`src/rtl/div_rem_rs.sv`:
```
// div_rem_rs: reservation station for the iterative divider (div, divu, rem, remu).
//   DEPTH entries wait for their two source operands. Wakeup comes from CDB
//   broadcasts, including a broadcast in the same cycle as the dispatch.
//   One divide is in flight at a time, driven by a small FSM:
//     IDLE  -> BUSY   issue the lowest-index ready entry
//     BUSY  -> DONE   divider completes
//     DONE  -> IDLE   result acknowledged
//     DRAIN          waits for a divide that was cancelled by a flush.
// Ports:
//   clk, rst                   clock; asynchronous active-high reset
//   dispatch_*                 entry allocation handshake plus operand tags and values
//   cdb_valid/cdb_pd/cdb_v     broadcast wakeup
//   fu_start/fu_rs1_v/fu_rs2_v/fu_funct3   issue to the divider
//   fu_valid/fu_rd_v           divider completion
//   result_*                   completed result, held until result_ack
//   flush                      branch-mispredict flush
module div_rem_rs #(
  parameter int PHYS_REG_BITS = 6,
  parameter int ROB_BITS      = 5,
  parameter int DEPTH         = 4
) (
  input  logic                     clk,
  input  logic                     rst,
  input  logic                     dispatch_valid,
  output logic                     dispatch_ready,
  input  logic [2:0]               dispatch_funct3,
  input  logic [PHYS_REG_BITS-1:0] dispatch_pd,
  input  logic [ROB_BITS-1:0]      dispatch_rob_idx,
  input  logic [PHYS_REG_BITS-1:0] dispatch_ps1,
  input  logic [PHYS_REG_BITS-1:0] dispatch_ps2,
  input  logic                     dispatch_ps1_rdy,
  input  logic                     dispatch_ps2_rdy,
  input  logic [31:0]              dispatch_rs1_v,
  input  logic [31:0]              dispatch_rs2_v,
  input  logic                     cdb_valid,
  input  logic [PHYS_REG_BITS-1:0] cdb_pd,
  input  logic [31:0]              cdb_v,
  output logic                     fu_start,
  output logic [31:0]              fu_rs1_v,
  output logic [31:0]              fu_rs2_v,
  output logic [2:0]               fu_funct3,
  input  logic                     fu_valid,
  input  logic [31:0]              fu_rd_v,
  output logic                     result_valid,
  input  logic                     result_ack,
  output logic [PHYS_REG_BITS-1:0] result_pd,
  output logic [ROB_BITS-1:0]      result_rob_idx,
  output logic [31:0]              result_v,
  input  logic                     flush
);
  localparam int IW = (DEPTH > 1) ? $clog2(DEPTH) : 1;

  localparam logic [1:0] S_IDLE  = 2'd0;
  localparam logic [1:0] S_BUSY  = 2'd1;
  localparam logic [1:0] S_DONE  = 2'd2;
  localparam logic [1:0] S_DRAIN = 2'd3;

  logic [1:0] state;

  logic [DEPTH-1:0]         e_vld, e_r1, e_r2;
  logic [2:0]               e_f3  [DEPTH];
  logic [PHYS_REG_BITS-1:0] e_pd  [DEPTH];
  logic [PHYS_REG_BITS-1:0] e_ps1 [DEPTH];
  logic [PHYS_REG_BITS-1:0] e_ps2 [DEPTH];
  logic [ROB_BITS-1:0]      e_rob [DEPTH];
  logic [31:0]              e_v1  [DEPTH];
  logic [31:0]              e_v2  [DEPTH];

  // Copy of the issued operation, kept for the whole divide
  logic [PHYS_REG_BITS-1:0] lat_pd;
  logic [ROB_BITS-1:0]      lat_rob;
  logic [2:0]               lat_f3;
  logic [31:0]              lat_rs1, lat_rs2, res_v;
  logic                     lat_dz;

  logic          free_found, iss_found;
  logic [IW-1:0] free_idx, iss_idx;

  // Scanning downward leaves the lowest matching index in the result.
  always_comb begin
    free_found = 1'b0;
    free_idx   = '0;
    iss_found  = 1'b0;
    iss_idx    = '0;
    for (int i = DEPTH-1; i >= 0; i--) begin
      if (!e_vld[i]) begin
        free_found = 1'b1;
        free_idx   = IW'(i);
      end
      if (e_vld[i] && e_r1[i] && e_r2[i]) begin
        iss_found = 1'b1;
        iss_idx   = IW'(i);
      end
    end
  end

  logic disp_fire, cdb_hit;
  logic d_wk1, d_wk2, d_r1, d_r2;
  logic [31:0] d_v1, d_v2;

  assign dispatch_ready = free_found && !flush;
  assign disp_fire      = dispatch_valid && dispatch_ready;
  assign cdb_hit        = cdb_valid && (cdb_pd != '0);

  // Tag 0 is the hardwired zero register, so it never waits.
  assign d_wk1 = cdb_hit && (dispatch_ps1 == cdb_pd);
  assign d_wk2 = cdb_hit && (dispatch_ps2 == cdb_pd);
  assign d_r1  = dispatch_ps1_rdy || (dispatch_ps1 == '0) || d_wk1;
  assign d_r2  = dispatch_ps2_rdy || (dispatch_ps2 == '0) || d_wk2;
  assign d_v1  = (dispatch_ps1_rdy || dispatch_ps1 == '0) ? dispatch_rs1_v : cdb_v;
  assign d_v2  = (dispatch_ps2_rdy || dispatch_ps2 == '0) ? dispatch_rs2_v : cdb_v;

  // Issue depends only on registered entry state. A dispatch therefore
  // becomes visible to issue one cycle after it is accepted.
  assign fu_start  = (state == S_IDLE) && iss_found;
  assign fu_rs1_v  = fu_start ? e_v1[iss_idx] : lat_rs1;
  assign fu_rs2_v  = fu_start ? e_v2[iss_idx] : lat_rs2;
  assign fu_funct3 = fu_start ? e_f3[iss_idx] : lat_f3;

  assign result_valid   = (state == S_DONE);
  assign result_pd      = lat_pd;
  assign result_rob_idx = lat_rob;
  assign result_v       = res_v;

  always_ff @(posedge clk or posedge rst) begin
    if (rst) begin
      e_vld <= '0;
      e_r1  <= '0;
      e_r2  <= '0;
      for (int i = 0; i < DEPTH; i++) begin
        e_f3[i]  <= '0;
        e_pd[i]  <= '0;
        e_ps1[i] <= '0;
        e_ps2[i] <= '0;
        e_rob[i] <= '0;
        e_v1[i]  <= '0;
        e_v2[i]  <= '0;
      end
    end else begin
      for (int i = 0; i < DEPTH; i++) begin
        if (e_vld[i] && !e_r1[i] && cdb_hit && e_ps1[i] == cdb_pd) begin
          e_r1[i] <= 1'b1;
          e_v1[i] <= cdb_v;
        end
        if (e_vld[i] && !e_r2[i] && cdb_hit && e_ps2[i] == cdb_pd) begin
          e_r2[i] <= 1'b1;
          e_v2[i] <= cdb_v;
        end
      end
      if (fu_start) e_vld[iss_idx] <= 1'b0;
      // free_idx never equals iss_idx: one slot is free, the other is valid.
      if (disp_fire) begin
        e_vld[free_idx] <= 1'b1;
        e_f3[free_idx]  <= dispatch_funct3;
        e_pd[free_idx]  <= dispatch_pd;
        e_rob[free_idx] <= dispatch_rob_idx;
        e_ps1[free_idx] <= dispatch_ps1;
        e_ps2[free_idx] <= dispatch_ps2;
        e_r1[free_idx]  <= d_r1;
        e_r2[free_idx]  <= d_r2;
        e_v1[free_idx]  <= d_v1;
        e_v2[free_idx]  <= d_v2;
      end
      if (flush) e_vld <= '0;
    end
  end

  always_ff @(posedge clk or posedge rst) begin
    if (rst) begin
      state   <= S_IDLE;
      lat_pd  <= '0;
      lat_rob <= '0;
      lat_f3  <= '0;
      lat_rs1 <= '0;
      lat_rs2 <= '0;
      lat_dz  <= 1'b0;
      res_v   <= '0;
    end else begin
      case (state)
        S_IDLE: if (fu_start) begin
          lat_pd  <= e_pd[iss_idx];
          lat_rob <= e_rob[iss_idx];
          lat_f3  <= e_f3[iss_idx];
          lat_rs1 <= e_v1[iss_idx];
          lat_rs2 <= e_v2[iss_idx];
          lat_dz  <= (e_v2[iss_idx] == '0);
          // The divider has already seen the start, so a flush in this
          // cycle must still wait for its completion.
          state   <= flush ? S_DRAIN : S_BUSY;
        end
        S_BUSY: begin
          if (flush) state <= fu_valid ? S_IDLE : S_DRAIN;
          else if (fu_valid) begin
            // A zero divisor gives the architectural result; funct3[1] selects rem/remu.
            res_v <= lat_dz ? (lat_f3[1] ? lat_rs1 : 32'hFFFF_FFFF) : fu_rd_v;
            state <= S_DONE;
          end
        end
        S_DONE:  if (flush || result_ack) state <= S_IDLE;
        // A completion that coincides with a flush still ends the drain,
        // because no later fu_valid will arrive.
        S_DRAIN: if (fu_valid) state <= S_IDLE;
        default: state <= S_IDLE;
      endcase
    end
  end
endmodule

```
`config.mk`:
```
export PLATFORM = sky130hd
export DESIGN_NAME = div_rem_rs
export DESIGN_NICKNAME = d
export VERILOG_FILES = /design/src/rtl/div_rem_rs.sv
export SDC_FILE = /design/constraint.sdc
export NUM_CORES = 1
export LEC_CHECK = 0
export CORE_UTILIZATION = 52
export DETAILED_ROUTE_END_ITERATION = 8
export PLACE_DENSITY = 0.8
export SKIP_CTS_REPAIR_TIMING = 1
export SYNTH_ARGS = -nofsm -noshare
export SYNTH_HDL_FRONTEND = slang
export SYNTH_SLANG_ARGS = --single-unit
export TNS_END_PERCENT = 10
```
`constraint.sdc`:
```
create_clock -name clk -period 48.3 [get_ports clk]
set_clock_uncertainty 0.05 [all_clocks]
set_input_delay 9.66 -clock clk [delete_from_list [all_inputs] [get_ports clk]]
set_output_delay 9.66 -clock clk [all_outputs]
set_load 0.03 [all_outputs]
```
==> results of run 1 <==
[worst min-delay path: cells and delay by family (launching register included)]
| family | cells | cell delay, ns |
|---|---|---|
| DFF | 1 | 0.32 |
| and+or+nand+nor | 2 | 0.12 |
[area by class of cell]
class / count / area (µm²) / area share, %
Multi-Input combinational cell: 1753 / 9440 / 35.0
Clock inverter: 16 / 176 / 0.653
Inverter: 4 / 25.0 / 0.0927
Tap cell: 539 / 674 / 2.50
Timing Repair Buffer: 316 / 3090 / 11.4
Antenna cell: 7 / 17.5 / 0.0649
Clock buffer: 76 / 1440 / 5.33
Sequential cell: 485 / 12100 / 45.0
[power by group through the flow]
stage	sequential [mW]	clock, mW	combinational (mW)
6_report	0.581	0.385	0.438
5_1_grt	0.592	0.405	0.471
4_1_cts	0.579	0.388	0.437
3_5_place_dp	0.586	0	0.435
3_3_place_gp	0.578	0	0.422
2_1_floorplan	0.601	0	0.239
[metal layers]
layer / up-vias / GRT usage [%] / share of wire (%)
met5: - / 0 / 0.091
met4: 10 / 18.0 / 5.0
met1: 9993 / 43.9 / 37
li1: 8973 / - / -
met2: 1385 / 53.9 / 46
met3: 289 / 9.01 / 12
[through the flow]
step,total power [mW],util (%),setup slack (ns)
2_1_floorplan,0.840,-,25.06
3_3_place_gp,1.00,60.1,27.40
3_5_place_dp,1.02,60.1,27.38
4_1_cts,1.40,63.9,27.37
5_1_grt,1.47,63.9,27.31
6_report,1.40,63.9,27.37
[how the worst max path moves through the flow]
| stage | endpoint | cells after the start |
|---|---|---|
| detailed placement | dispatch_ready | 3 |
| global route | dispatch_ready | 3 |
| finish | dispatch_ready | 3 |
| global placement | dispatch_ready | 3 |
| CTS | dispatch_ready | 3 |
| floorplan | e_f3[0] | 1 |
[cell families (layout without fill, tap and decap cells)]
kind of cell              after synthesis  after routing  synth area share, %
muxes                                  56             56                 2.82
buffers and inverters                 220            412                 4.33
AOI/OAI and AO/OA                     617            617                 17.8
DFF                                   485            485                 54.2
and+or+nand+nor                      1020           1020                 18.5
xor gates and xnor gates               60             60                 2.35
other                                   0              7                    0
[cell usage after synthesis, drive strengths merged (4+ instances only)]
cell type,number
dfrtp,485
nand3b,32
a221oi,22
inv,4
nand3,12
mux2,56
a22oi,9
nor3,16
buf,87
xor2,46
xnor2,14
a21boi,6
a222oi,49
clkbuf,129
o21ai,143
and3,4
nand2,312
nor2,601
o22ai,258
a21oi,27
nand4,14
a31oi,86
nor4,14
[flip-flops by register name, indices dropped and copies added (netlist names)]
register / cells
result_v: 32
e_r1: 4
e_v2: 128
lat_dz: 1
e_ps2: 24
lat_rs2: 32
e_pd: 24
e_v1: 128
e_rob: 20
e_vld: 4
result_rob_idx: 5
lat_rs1: 32
state: 2
lat_f3: 3
e_f3: 12
result_pd: 6
e_r2: 4
e_ps1: 24
==> out/qor.csv, run 1 <==
stage,metric,value,unit
outcome,outcome,completed,
grt,vias in the first global route,20800,
clocking,Skew-Pair Late Insertion Delay,0.60,ns
clocking,CTS Root Cell,clkbuf_16,
place,DP Cell Count,3097,
worst_setup_path,Slowest cell on crit path,clkdlybuf4s50_1,
drt,vias,20700,
finish,share of cells above drive strength 1,7.62,%
timing,actual slew at the worst max-slew pin,1.28,ns
drt,detailed router's first-iteration violation count,2822,
flow_run,Max Cap Viol,0,
clocking,clock buffer depth,3,
worst_setup_path,launch point of the worst path,flush,
floorplan,Die X,210,µm
floorplan,core area,42200,µm²
grt,total global-route track usage,34.3,%
floorplan,Core Rows,75,
synth,Synth Instances,2458,
worst_setup_path,Crit path max-delay family,buffers and inverters,
synth,Post-synth EDFFs,0,
synth,"area leader, netlist",dfrtp_1,
worst_setup_path,R2R cell count,8,
worst_setup_path,Critical Path Max Stage Delay,0.72,ns
timing,setup_tns,0,ns
worst_hold_path,hold crit path type,flop to flop,
timing,Finish-stage setup viols,0,
drt,drt drc,0,
grt,largest net degree at the start of global routing,157,
finish,nets,2779,
worst_setup_path,Crit. End Element,output port,
timing,FMAX,0.0478,GHz
pwr,Lkg Pwr,11.7,nW
worst_setup_path,worst reg2reg startpoint,e_vld[0],
timing,relative slew slack,14.5,%
worst_hold_path,Hold Crit Depth,2,
place,cell area after placement,25400,µm²
worst_hold_path,HP Start,lat_rs2[30],
pwr,P_int,914,µW
finish,fillers,3309,
place,GPL Wtd Cong,0.900,
synth,Main synth FF type,dfrtp_1,
synth,post-synth cell types,53,
finish,most frequent cells in the layout,"nor2_1, dfrtp_1, nand2_1, clkdlybuf4s50_1, o22ai_1",
floorplan,Die H,210,µm
worst_setup_path,Worst R2R End,lat_rs1[25],
place,Buffers on Ports,281,
drt,final WL,75500,µm
worst_setup_path,Reg2Reg Setup Slack,43.76,ns
synth,Mapped Area,22400,µm²
pwr,share of power burned in registers,41.4,%
floorplan,die area,43900,µm²
pwr,Sw Ratio,34.9,%
synth,Async SR Flop Fraction,100,%
timing,RSZ-0062 raised after global routing,false,
worst_setup_path,critical path class,input port to output port,
finish,"most common cell after layout, fill and taps aside",nor2_1,
synth,Synth Register Bits,485,
pwr,Pwr Density,52.0,nW/µm²
finish,Finished Cell Area,27000,µm²
timing,"Slew Viols, Final",0,
grt,antenna violations before repair,11,
floorplan,initial core utilization,53.0,%
worst_setup_path,most used cell along the critical path,clkdlybuf4s50_1,
synth,top cell type's share of synthesized area,54.2,%
worst_hold_path,worst-case hold path end point,lat_rs2[30],
finish,Area growth syn-to-layout,20.5,%
grt,GR Overflow Total,0,
clocking,"CTS clk-pin slew, worst paths",0.06,ns
drt,Routed Antenna Nets,0,
synth,Yosys Warn Count,0,
floorplan,io pins,282,
drt,DR WL/cell,23.6,µm
clocking,Sinks on Clock Net,485,
worst_setup_path,CP startpoint kind,input port,
drt,Via-to-Cell Ratio,6.46,
place,Detailed Place HPWL,47400,µm
worst_setup_path,CP required,38.59,ns
worst_setup_path,worst path bufs/invs,2,
grt,first-pass GRT wire length,117000,µm
pwr,combinational share of power,31.2,%
worst_setup_path,Critical Path Fanout Max,9,
finish,Non-Filler Instances,3196,
timing,"Period Utilization, post-route",43.3,%
timing,Hold WS,0.421,ns
pwr,Net Switching,490,µW
synth,Syn Nets,2627,
pwr,worst vdd ir,27.7,µV
drt,TritonRoute pass-1 iters,6,
pwr,power share of the clock group,27.4,%
clocking,Num CTS Buffers,50,
worst_setup_path,CP arrival,11.23,ns
clocking,Max H-tree Level,2,
synth,sequential cell area fraction in the yosys report,54.2,%
timing,"Hold Vio Cnt, Final",0,
worst_setup_path,crit path cell chain,clkdlybuf4s50_1 -> a41oi_1 -> clkdlybuf4s50_1,
synth,Post-Syn Area per Cell,9.11,µm²
synth,ranking of synthesized cells by area,"dfrtp_1, nor2_1, o22ai_1",
timing,min cycle time layout,20.94,ns
clocking,TritonCTS clock tree,done,
Note: power is estimated with default switching activity, not from simulation.
==> run 2, diff against run 1 <==
- clock period: 48.3 -> 21.1 ns (I/O delays scaled with it)
==> run 2 against run 1 <==
  * Register-to-register slack got worse by 28 ns
  * Cell area barely moved
  * Hold slack improved by 0.0013 ns
  * Sequential power rose by 130%
  * Via count fell by 0.14%
  * Flip-flop and latch count did not move
  * Total power rose by 130%
  * Wire length fell by 0.13%
  * Critical path type unchanged
  * Largest power group unchanged
==> out/qor.csv, run 2 (synthesis gave the netlist of run 1 again) <==
stage,metric,value,unit
finish,Top Registers,"e_v1 (128), e_v2 (128)",
timing,relative slew slack,12.1,%
floorplan,Die X,210,µm
grt,antenna violations before repair,9,
timing,setup_tns,0,ns
timing,min cycle time layout,10.14,ns
place,GPL Wtd Cong,0.896,
clocking,Num CTS Buffers,51,
worst_hold_path,hold crit path type,flop to flop,
clocking,"CTS clk-pin slew, worst paths",0.06,ns
drt,Via-to-Cell Ratio,6.47,
floorplan,Die H,210,µm
worst_setup_path,CP arrival,5.87,ns
timing,fin worst setup slack,10.96,ns
drt,detailed router's first-iteration violation count,2805,
drt,DR WL/cell,23.7,µm
place,Detailed Place HPWL,46900,µm
floorplan,io pins,282,
finish,Area growth syn-to-layout,20.6,%
pwr,total power,3.23,mW
place,Post-Place Setup Slack,10.99,ns
pwr,share of power burned in registers,41.1,%
clocking,clock buffer depth,3,
timing,FMAX,0.0986,GHz
finish,most frequent cells in the layout,"nor2_1, dfrtp_1, nand2_1, clkdlybuf4s50_1, o22ai_1",
worst_setup_path,CP required,16.83,ns
worst_setup_path,Slowest cell on crit path,clkdlybuf4s50_1,
grt,first-pass GRT wire length,116000,µm
drt,final WL,75400,µm
pwr,Net Switching,1.13,mW
pwr,combinational share of power,31.0,%
drt,drt drc,0,
timing,"Slew Viols, Final",0,
worst_setup_path,most used cell along the critical path,clkdlybuf4s50_1,
drt,Routed Antenna Nets,0,
floorplan,die area,43900,µm²
clocking,Max H-tree Level,2,
timing,RSZ-0062 raised after global routing,false,
clocking,Sinks on Clock Net,485,
finish,share of cells above drive strength 1,7.75,%
finish,end-of-flow core utilization,64.0,%
place,Buffers on Ports,281,
finish,fillers,3332,
clocking,Skew-Pair Late Insertion Delay,0.62,ns
flow_run,Max Cap Viol,0,
grt,GR Overflow Total,0,
worst_setup_path,CP startpoint kind,input port,
pwr,Sw Ratio,34.8,%
grt,largest net degree at the start of global routing,189,
grt,total global-route track usage,34.1,%
worst_setup_path,Critical Path Fanout Max,9,
floorplan,Core Rows,75,
pwr,P_int,2.11,mW
timing,Finish-stage setup viols,0,
timing,"Period Utilization, post-route",48.0,%
finish,"most common cell after layout, fill and taps aside",nor2_1,
pwr,Lkg Pwr,11.7,nW
worst_setup_path,crit path cell chain,clkdlybuf4s50_1 -> a41oi_1 -> clkdlybuf4s50_1,
worst_setup_path,Crit. End Element,output port,
floorplan,core area,42200,µm²
floorplan,initial core utilization,53.0,%
worst_setup_path,critical path class,input port to output port,
timing,actual slew at the worst max-slew pin,1.32,ns
worst_setup_path,Critical Path Max Stage Delay,0.74,ns
pwr,worst vdd ir,85.2,µV
clocking,TritonCTS clock tree,done,
timing,Hold WS,0.423,ns
drt,vias,20600,
finish,nets,2775,
clocking,CTS Root Cell,clkbuf_16,
pwr,Pwr Density,120,nW/µm²
outcome,outcome,completed,
drt,TritonRoute pass-1 iters,8,
pwr,power share of the clock group,27.8,%
timing,"Hold Vio Cnt, Final",0,
grt,vias in the first global route,20200,
run 2: routing by layer:
layer	track usage, %	wire, µm
met1	44.7	28400
met2	53.7	34700
met3	8.24	8900
met4	15.8	3230
met5	0	83
run 2: power groups by stage:
stage	Clock (mW)	Sequential [mW]	Combinational (mW)
6_report	0.900	1.33	1.00
5_1_grt	0.941	1.35	1.08
4_1_cts	0.906	1.33	1.00
3_5_place_dp	0	1.34	0.995
3_3_place_gp	0	1.33	0.966
2_1_floorplan	0	1.38	0.547
run 2: worst paths after layout:
check | startpoint | end | slack [ns] | cells past startpoint
max in group asynchronous | rst | lat_dz | 14.23 | 4
min in group asynchronous | rst | e_rob[17] | 4.14 | 2
worst min register to register | lat_rs2[7] | lat_rs2[7] | 0.42 | 2
worst min-delay path | lat_rs2[7] | lat_rs2[7] | 0.42 | 2
worst max register to register | e_vld[0] | lat_dz | 16.05 | 10
worst max-delay path | flush | dispatch_ready | 10.96 | 3
run 2: per-stage QoR:
| step | area (µm²) | std cells |
|---|---|---|
| after floorplan | 22400 | 2458 |
| after global placement | 25300 | 3092 |
| after detailed placement | 25300 | 3092 |
| after CTS | 27000 | 3183 |
| after global routing | 27000 | 3186 |
| final | 27000 | 3187 |
run 2: final cells by class:
type / instances / area, µm² / share of cell area [%]
well taps: 539 / 674 / 2.50
inverters: 4 / 25.0 / 0.0927
flip-flops and latches: 485 / 12100 / 44.9
clock inverters: 18 / 185 / 0.686
diodes: 4 / 10.0 / 0.0371
repair buffers: 311 / 3050 / 11.3
clock buffers: 73 / 1480 / 5.48
multi-input cells: 1753 / 9440 / 35.0
run 2: critical path: cells and delay by family:
family	cells	cell delay [ns]
AOI/OAI and AO/OA	1	0.32
buffers and inverters	2	1.32
